**src/rtl/spi_panel_ctrl_if.sv**
```systemverilog
// SPI slave <-> panel controller bus: frame/field strobes, panel fields,
// received byte and the byte returned to the slave.
interface spi_panel_ctrl_if;
    logic       spi_start;
    logic       spi_end;
    logic       kbd_received;
    logic       pnl_received;
    logic       data_received;
    logic [4:0] keypad;
    logic [3:0] out_sel;
    logic [3:0] in_sel;
    logic       key;
    logic       rst_cmd;
    logic       sel;
    logic [7:0] data_in;
    logic [7:0] data_out;
    logic       data_ready;

    modport master (
        output spi_start, spi_end, kbd_received, pnl_received,
        output data_received, keypad, out_sel, in_sel,
        output key, rst_cmd, sel, data_in,
        input  data_out, data_ready
    );

    modport slave (
        input  spi_start, spi_end, kbd_received, pnl_received,
        input  data_received, keypad, out_sel, in_sel,
        input  key, rst_cmd, sel, data_in,
        output data_out, data_ready
    );
endinterface

```
**src/rtl/spi_panel_ctrl.sv**
```systemverilog
// SPI panel frame controller: header, channel byte load, payload, commit.
// Define SPI_CTRL_ABORT_CNT_EN to add the saturating abort_cnt output.
module spi_panel_ctrl #(
    parameter int NCH = 4
) (
    input  logic             clk,
    input  logic             reset,
    spi_panel_ctrl_if.slave  spi,
    input  logic [NCH-1:0]   ch_valid,
    input  logic [8*NCH-1:0] ch_data,
    output logic [NCH-1:0]   ch_ack,
    output logic             wr_stb,
    output logic [3:0]       wr_ch,
    output logic [7:0]       wr_data,
    output logic             key_stb,
    output logic [4:0]       key_code,
    output logic             pnl_rst,
    output logic             pnl_sel,
    output logic             busy
`ifdef SPI_CTRL_ABORT_CNT_EN
    ,
    output logic [7:0]       abort_cnt
`endif
);

    typedef enum logic [2:0] {
        IDLE,
        HDR,
        LOAD,
        PAYLOAD,
        COMMIT
    } state_t;

    state_t         state;
    state_t         state_nx;
    logic           take_pnl;
    logic [4:0]     kbd_q;
    logic [3:0]     out_sel_q;
    logic [3:0]     in_sel_q;
    logic [7:0]     ld_byte;
    logic [NCH-1:0] ld_ack;

    // spi_start restarts any frame; spi_end aborts unless data wins
    always_comb begin
        state_nx = state;
        unique case (state)
            IDLE: begin
                if (spi.pnl_received)   state_nx = LOAD;
                else if (spi.spi_start) state_nx = HDR;
            end
            HDR: begin
                if (spi.spi_start)         state_nx = HDR;
                else if (spi.spi_end)      state_nx = IDLE;
                else if (spi.pnl_received) state_nx = LOAD;
            end
            LOAD: begin
                if (spi.spi_start)    state_nx = HDR;
                else if (spi.spi_end) state_nx = IDLE;
                else                  state_nx = PAYLOAD;
            end
            PAYLOAD: begin
                if (spi.spi_start)          state_nx = HDR;
                else if (spi.data_received) state_nx = COMMIT;
                else if (spi.spi_end)       state_nx = IDLE;
            end
            COMMIT: begin
                if (spi.spi_start) state_nx = HDR;
                else               state_nx = IDLE;
            end
            default: state_nx = IDLE;
        endcase
    end

    assign take_pnl = (state == IDLE || state == HDR) && (state_nx == LOAD);

    always_comb begin
        ld_byte = 8'h00;
        ld_ack  = '0;
        for (int i = 0; i < NCH; i++) begin
            if (out_sel_q == 4'(i) && ch_valid[i]) begin
                ld_byte   = ch_data[8*i +: 8];
                ld_ack[i] = 1'b1;
            end
        end
    end

    assign ch_ack         = (state == LOAD && !reset) ? ld_ack : '0;
    assign spi.data_ready = (state == PAYLOAD);
    assign busy           = (state != IDLE);

    always_ff @(posedge clk) begin
        if (reset) begin
            state        <= IDLE;
            kbd_q        <= 5'h00;
            out_sel_q    <= 4'h0;
            in_sel_q     <= 4'h0;
            spi.data_out <= 8'h00;
            wr_stb       <= 1'b0;
            wr_ch        <= 4'h0;
            wr_data      <= 8'h00;
            key_stb      <= 1'b0;
            key_code     <= 5'h00;
            pnl_rst      <= 1'b0;
            pnl_sel      <= 1'b0;
        end else begin
            state   <= state_nx;
            wr_stb  <= 1'b0;
            key_stb <= 1'b0;
            pnl_rst <= 1'b0;
            if (spi.kbd_received) kbd_q <= spi.keypad;
            if (take_pnl) begin
                out_sel_q <= spi.out_sel;
                in_sel_q  <= spi.in_sel;
                pnl_sel   <= spi.sel;
                key_stb   <= spi.key;
                pnl_rst   <= spi.rst_cmd;
                if (spi.key)
                    key_code <= spi.kbd_received ? spi.keypad : kbd_q;
            end else if (state != IDLE && spi.spi_start) begin
                out_sel_q <= 4'h0;
                in_sel_q  <= 4'h0;
            end
            if (state == LOAD) spi.data_out <= ld_byte;
            if (state == PAYLOAD && state_nx == COMMIT) begin
                wr_stb  <= 1'b1;
                wr_ch   <= in_sel_q;
                wr_data <= spi.data_in;
            end
        end
    end

`ifdef SPI_CTRL_ABORT_CNT_EN
    logic abort;

    // a restart is not an abort; data_received in PAYLOAD commits instead
    assign abort = spi.spi_end && !spi.spi_start &&
                   (state == HDR || state == LOAD ||
                    (state == PAYLOAD && !spi.data_received));

    always_ff @(posedge clk) begin
        if (reset)
            abort_cnt <= 8'h00;
        else if (abort && abort_cnt != 8'hFF)
            abort_cnt <= abort_cnt + 8'd1;
    end
`endif

endmodule

```
**src/flat_wrapper.sv**
```systemverilog
// flat-port wrapper written by rule: the top's interface ports become plain ports
module spi_panel_ctrl_flat 
#(
    parameter int NCH = 4
)
  (clk, reset, ch_valid, ch_data, ch_ack, wr_stb, wr_ch, wr_data, key_stb, key_code, pnl_rst, pnl_sel, busy, spi_spi_start, spi_spi_end, spi_kbd_received, spi_pnl_received, spi_data_received, spi_keypad, spi_out_sel, spi_in_sel, spi_key, spi_rst_cmd, spi_sel, spi_data_in, spi_data_out, spi_data_ready);
  spi_panel_ctrl_if spi_i ();
  input  logic clk;
  input  logic reset;
  input  logic [NCH-1:0] ch_valid;
  input  logic [8*NCH-1:0] ch_data;
  output logic [NCH-1:0] ch_ack;
  output logic wr_stb;
  output logic [3:0] wr_ch;
  output logic [7:0] wr_data;
  output logic key_stb;
  output logic [4:0] key_code;
  output logic pnl_rst;
  output logic pnl_sel;
  output logic busy;
  input wire logic [$bits(spi_i.spi_start)-1:0] spi_spi_start;
  input wire logic [$bits(spi_i.spi_end)-1:0] spi_spi_end;
  input wire logic [$bits(spi_i.kbd_received)-1:0] spi_kbd_received;
  input wire logic [$bits(spi_i.pnl_received)-1:0] spi_pnl_received;
  input wire logic [$bits(spi_i.data_received)-1:0] spi_data_received;
  input wire logic [$bits(spi_i.keypad)-1:0] spi_keypad;
  input wire logic [$bits(spi_i.out_sel)-1:0] spi_out_sel;
  input wire logic [$bits(spi_i.in_sel)-1:0] spi_in_sel;
  input wire logic [$bits(spi_i.key)-1:0] spi_key;
  input wire logic [$bits(spi_i.rst_cmd)-1:0] spi_rst_cmd;
  input wire logic [$bits(spi_i.sel)-1:0] spi_sel;
  input wire logic [$bits(spi_i.data_in)-1:0] spi_data_in;
  output wire logic [$bits(spi_i.data_out)-1:0] spi_data_out;
  output wire logic [$bits(spi_i.data_ready)-1:0] spi_data_ready;
  assign spi_i.spi_start = spi_spi_start;
  assign spi_i.spi_end = spi_spi_end;
  assign spi_i.kbd_received = spi_kbd_received;
  assign spi_i.pnl_received = spi_pnl_received;
  assign spi_i.data_received = spi_data_received;
  assign spi_i.keypad = spi_keypad;
  assign spi_i.out_sel = spi_out_sel;
  assign spi_i.in_sel = spi_in_sel;
  assign spi_i.key = spi_key;
  assign spi_i.rst_cmd = spi_rst_cmd;
  assign spi_i.sel = spi_sel;
  assign spi_i.data_in = spi_data_in;
  assign spi_data_out = spi_i.data_out;
  assign spi_data_ready = spi_i.data_ready;
  spi_panel_ctrl #(.NCH(NCH)) u_core (.clk(clk), .reset(reset), .spi(spi_i), .ch_valid(ch_valid), .ch_data(ch_data), .ch_ack(ch_ack), .wr_stb(wr_stb), .wr_ch(wr_ch), .wr_data(wr_data), .key_stb(key_stb), .key_code(key_code), .pnl_rst(pnl_rst), .pnl_sel(pnl_sel), .busy(busy));
endmodule
```
**config.mk**
```make
export PLATFORM = sky130hd
export DESIGN_NAME = spi_panel_ctrl_flat
export DESIGN_NICKNAME = d
export VERILOG_FILES = /design/src/rtl/spi_panel_ctrl_if.sv /design/src/rtl/spi_panel_ctrl.sv /design/src/flat_wrapper.sv
export SDC_FILE = /design/constraint.sdc
export NUM_CORES = 1
export LEC_CHECK = 0
export ABC_CLOCK_PERIOD_IN_PS = 1560
export BUFFER_PORTS_ARGS = -buffer_cell sky130_fd_sc_hd__buf_4
export CAP_MARGIN = 15
export CELL_PAD_IN_SITES_DETAIL_PLACEMENT = 1
export CELL_PAD_IN_SITES_GLOBAL_PLACEMENT = 1
export CORE_ASPECT_RATIO = 0.6
export CORE_MARGIN = 8
export CORE_UTILIZATION = 30
export CTS_BUF_LIST = sky130_fd_sc_hd__clkbuf_4
export DETAILED_ROUTE_END_ITERATION = 7
export GPL_TIMING_DRIVEN = 0
export PLACE_DENSITY_LB_ADDON = 0.15
export SYNTH_ARGS = -nofsm -noshare
export SYNTH_HDL_FRONTEND = slang
export SYNTH_SLANG_ARGS = --single-unit
export TNS_END_PERCENT = 10
```
**constraint.sdc**
```tcl
create_clock -name clk -period 1.56 [get_ports clk]
set_clock_uncertainty 0.2 [all_clocks]
set_input_delay 0.078 -clock clk [delete_from_list [all_inputs] [get_ports clk]]
set_output_delay 0.078 -clock clk [all_outputs]
set_load 0.02 [all_outputs]
```
Word level (Yosys, flattened, before mapping). Cells that the tools add are included.

Eq/ne operators: 9. Multiplexer cells: 26. Bitwise logic cells: 1. Reductions and logical operators: 16.

Operators by type and width (count): $mux W8 (4); $mux W3 (9); $mux W4 (4); $pmux W3 S5 (1); $eq A3 B2 Y1 const B (3); $eq A4 B2 Y1 const B (2); $logic_and A1 B1 Y1 (8); $eq A3 B3 Y1 const B (2); $mux W1 (6); $mux W5 (1); $eq A4 B1 Y1 const B (1); $logic_not A4 Y1 (1); $eq A3 B1 Y1 const B (1); $logic_not A3 Y1 (1); $reduce_bool A3 Y1 (1); $mux W2 (1); $reduce_and A2 Y1 (1); $reduce_bool A2 Y1 (1); $reduce_or A2 Y1 (1); $logic_not A1 Y1 (1); $logic_or A1 B1 Y1 (1); $not A1 Y1 (1).

Register bits: 45. Input port bits: 67. Output and inout port bits: 35. Logic and storage cells: 64.

Logic depth before layout (Yosys ltp).
Word-level depth: 8. Mapped depth: 6. Mapped depth without buffers: 4.

Worst setup path before layout. Ideal clock, no wire load.

Path kind: register to output. Start: register u_core.state[0]. End: output port ch_ack[0]. Data arrival time: 1530 ps. Data required time: 1282 ps. Slack: -248 ps. Cell stages (with the launch flop): 7. Buffers on the path: 2. Path through: dfxtp_1 -> buf_4 -> nand2b_1 -> nor3_1 -> buf_2 -> nand2_1 -> nor3b_1.

Cells in the longest elaborated chain, start to end: 3.

RTL lines: start: declaration (line spi_panel_ctrl.sv:34) `state_t state;`; start signal: assignment (line spi_panel_ctrl.sv:106) `state <= state_nx;`; $eq A3 B2 Y1 (line spi_panel_ctrl.sv:87) `assign ch_ack = (state == LOAD && !reset) ? ld_ack : '0;`; $logic_and A1 B1 Y1 (line spi_panel_ctrl.sv:87); $mux W4 (line spi_panel_ctrl.sv:87); end: declaration (line flat_wrapper.sv:12) `output logic [NCH-1:0] ch_ack;`.

No other way between the ends.

Worst setup path in the final report.
Start: register u_core.out_sel_q[3]. End: output port ch_ack[0].

Cells in the longest elaborated chain, start to end: 4.

RTL lines: start: declaration (line spi_panel_ctrl.sv:38) `logic [3:0] out_sel_q;`; start signal: assignment (line spi_panel_ctrl.sv:112) `out_sel_q <= spi.out_sel;`; $logic_not A4 Y1 (line spi_panel_ctrl.sv:80) `if (out_sel_q == 4'(i) && ch_valid[i]) begin`; $logic_and A1 B1 Y1 (line spi_panel_ctrl.sv:80); $mux W1 (line spi_panel_ctrl.sv:80); $mux W4 (line spi_panel_ctrl.sv:87).

No other way between the ends.

==> reports/qor.txt <==
Final Wtd Congestion - 0.7323
post-route insts no fill - 472
post-synth cell types - 36
leakage - 1.664 nW
vias in the first global route - 2,449
Setup TNS - -5.830 ns
reg2reg setup slack - -0.19 ns
Final Hold Viols - 0
Die Height - 78.80 um
status - finished, violations left
Tcrit/Tclk final - 1.178
Initial Util - 0.3032
Hold Path Sink - u_core.spi.data_out[1]$_SDFFE_PP0N_
Port Buf Inserts - 98
area delta synth->final - 93.27%
CP delay by family, top - simple AND/OR/NAND/NOR gates
fraction of final layout cells with drive strength greater than 1 - 0.4010
end of the worst register-to-register path - u_core.wr_ch[0]$_SDFFE_PP0P_
Fmax - 0.5443 GHz
worst vdd ir - 0.0004175 V
drt pass-1 iters - 4
final slew viol count - 0
Setup crit end kind - primary output
synthesized flop and latch total - 45
worst-path cell chain - or3_4 -> inv_4 -> nand2_4 -> nor3b_4 -> buf_6
Clock Latency Late Sink - 0.35 ns
post-synthesis async set-or-reset flop share - 0
Synth Net Count - 273
die width - 120.7 um
RSZ-0062 raised after global routing - yes
Mapped Cells - 206
worst path arrival time - 1.56 ns
Die ar. - 9508 sq um
count of boundary I/O pins - 102
Max Cap Viol - 0
Synth Area per Inst - 9.572 sq um
Detailed Route Iter0 Violations - 86
Setup WS post-layout - -0.2774 ns
Row Count - 23
hold depth - 5
clk buf depth - 2
ys flop type - dfxtp_1
most common cell in the netlist - dfxtp_1
commonest cells in the netlist - dfxtp_1 (45), nor2_1 (25), mux2i_1 (18)
Crit Path Max Fanout - 3
CP Launch Type - flip-flop
number of antenna violations at the first check in global routing - 0
Tot GR Track Use - 0.1736
core area - 6504 sq um
DRT antenna net count - 0
CTS buffer count - 5
number of synthesized flops with an enable pin - 0
hold crit path type - primary input to flip-flop
CTS sink count - 45
Detailed Place HPWL - 5454 um
Crit Path Class - flip-flop to primary output
power per standard cell area - 726.7 nW/um^2
failing checks - setup timing
H-tree levels - 2
Buf+Inv Stages, Crit Path - 2
Synth top area share - 0.4569
drc violations - 0
Worst Tran Pin Value - 0.5928 ns
Hold Crit Start - ch_data[1]
Worst path slowest cell - or3_4
Critical Path RT - 1.28 ns
largest net degree at the start of global routing - 15
DR WL/cell - 17.99 um
Syn Std Cell Area - 1972 sq um
Detailed Route WL - 8492 um
slowest cell delay on critical path - 0.39 ns
Setup Viol. Count Final - 40
Ys Warns - 0
synth top area cells - dfxtp_1 (46%), mux2i_1 (9.1%), nor2_1 (4.8%)
Net count, final - 450
via/cell ratio - 4.862
Root Driver - clkbuf_4
first-pass GRT wire length - 13,320 um
minimum clock period - 1.837 ns
Seq/Total Area, Yosys - 0.4569
Clk pin slew, worst setup/hold paths - 0.13 ns
DR vias - 2,295
Reg2Reg Launch Point - u_core.state[0]$_SDFF_PP0_
Yosys top cell by area - dfxtp_1
Reg2Reg Depth - 7
gr ovfl total - 0
Slew HR - 0.6048
placed insts - 391
CTS tree - done
-- power by group --
group	switching [mW]	total, mW	internal [mW]	leakage (nW)
logic	0.346	0.804	0.458	1.26
clock network	0.378	0.710	0.332	0.0389
registers	0.0471	1.26	1.21	0.369
total	0.771	2.77	2.00	1.66
-- registers in the layout (all words and copies together), names as in the netlist --
name                 count
u_core.key_stb           1
u_core.pnl_rst           1
u_core.out_sel_q         4
u_core.wr_stb            1
u_core.wr_ch             4
u_core.state             3
u_core.wr_data           8
u_core.pnl_sel           1
u_core.in_sel_q          4
u_core.key_code          5
u_core.spi.data_out      8
u_core.kbd_q             5
-- stage by stage --
stage / util / hold WS (ns) / instance area (sq um) / worst slack, ns / power (mW)
global route: 0.5856 / 0.03372 / 3809 / -0.3838 / 2.926
global placement: 0.4354 / 0.08014 / 2831 / -0.3349 / 1.798
floorplan: - / -0.0002943 / 1987 / -0.04569 / 1.551
detailed placement: 0.4354 / 0.1006 / 2831 / -0.3422 / 1.808
finish: 0.5860 / 0.006599 / 3811 / -0.2774 / 2.770
CTS: 0.5716 / 0.001110 / 3717 / -0.3205 / 2.747
-- how the worst max path moves through the flow --
stage | slack (ns) | start | to | cells after the start
floorplan | -0.05 | u_core.state[0]$_SDFF_PP0_ | ch_ack[0] | 6
global placement | -0.33 | u_core.out_sel_q[1]$_SDFFE_PP0P_ | u_core.spi.data_out[4]$_SDFFE_PP0N_ | 4
detailed placement | -0.34 | u_core.out_sel_q[1]$_SDFFE_PP0P_ | u_core.spi.data_out[4]$_SDFFE_PP0N_ | 4
CTS | -0.32 | u_core.state[0]$_SDFF_PP0_ | ch_ack[0] | 6
global route | -0.38 | u_core.out_sel_q[3]$_SDFFE_PP0P_ | ch_ack[0] | 5
finish | -0.28 | u_core.out_sel_q[3]$_SDFFE_PP0P_ | ch_ack[0] | 5
-- cell type report --
class | instances | area, sq um
antenna | 1 | 2.502
buffer | 11 | 72.57
clock buffer | 5 | 37.54
clock inverter | 3 | 41.29
fill | 752 | 2693
inverter | 2 | 10.01
multi-input combinational | 145 | 1125
sequential | 45 | 913.4
tap | 87 | 108.9
timing repair buffer | 173 | 1500
-- tightest hold or removal path, stage by stage --
cell and delay [ns]:
buf_4 0.08, nand2_1 0.05, o21ai_0 0.14, a221oi_1 0.07, o2bb2ai_1 0.12
-- repair_timing --
item | 4_1_cts | 5_1_grt
buffers inserted | 9 | 1
setup endpoints to repair | 41 | 43
pin swaps | 8 | 9
gates resized for setup | 36 | 15
endpoints found under the hold margin | 39 | 1
hold buffers | 63 | 2
-- layout by cell type (no fill, tap or decap), types with 2 or more instances in the layout --
cell             n
nor2b_1          8
dfxtp_2          4
nand2_1         10
nor3b_4          3
clkbuf_4         6
buf_6            9
a221oi_1         8
o21ai_1          8
dfxtp_1         39
a22o_1           8
o21ai_0          9
and3_4           2
clkbuf_1         5
mux2_4           5
or3_4            2
buf_4          101
nor2b_4          2
nor2_1          23
mux2i_1         18
dlygate4sd3_1   63
and2_4           2
nand3_1          9
a21oi_1          3
o2bb2ai_1        9
dfxtp_4          2
nor2_2           2
-- cells by family (layout without fill, tap and decap cells) --
family / count (synthesis) / after routing / share of synthesized area
DFF: 45 / 45 / 0.4569
AOI/OAI and AO/OA: 49 / 49 / 0.1827
buffers and inverters: 16 / 194 / 0.03933
other: 0 / 1 / 0
muxes: 23 / 23 / 0.1199
and+or+nand+nor: 73 / 73 / 0.2011
-- metal layers --
| layer | routed length (um) | share of wire | track usage |
|---|---|---|---|
| met5 | 0 | 0 | 0 |
| met4 | 110 | 0.013 | 0.05328 |
| met3 | 431 | 0.051 | 0.04600 |
| met2 | 4169 | 0.49 | 0.2882 |
| met1 | 3781 | 0.45 | 0.2168 |
Power figures use the tool's default switching activity.
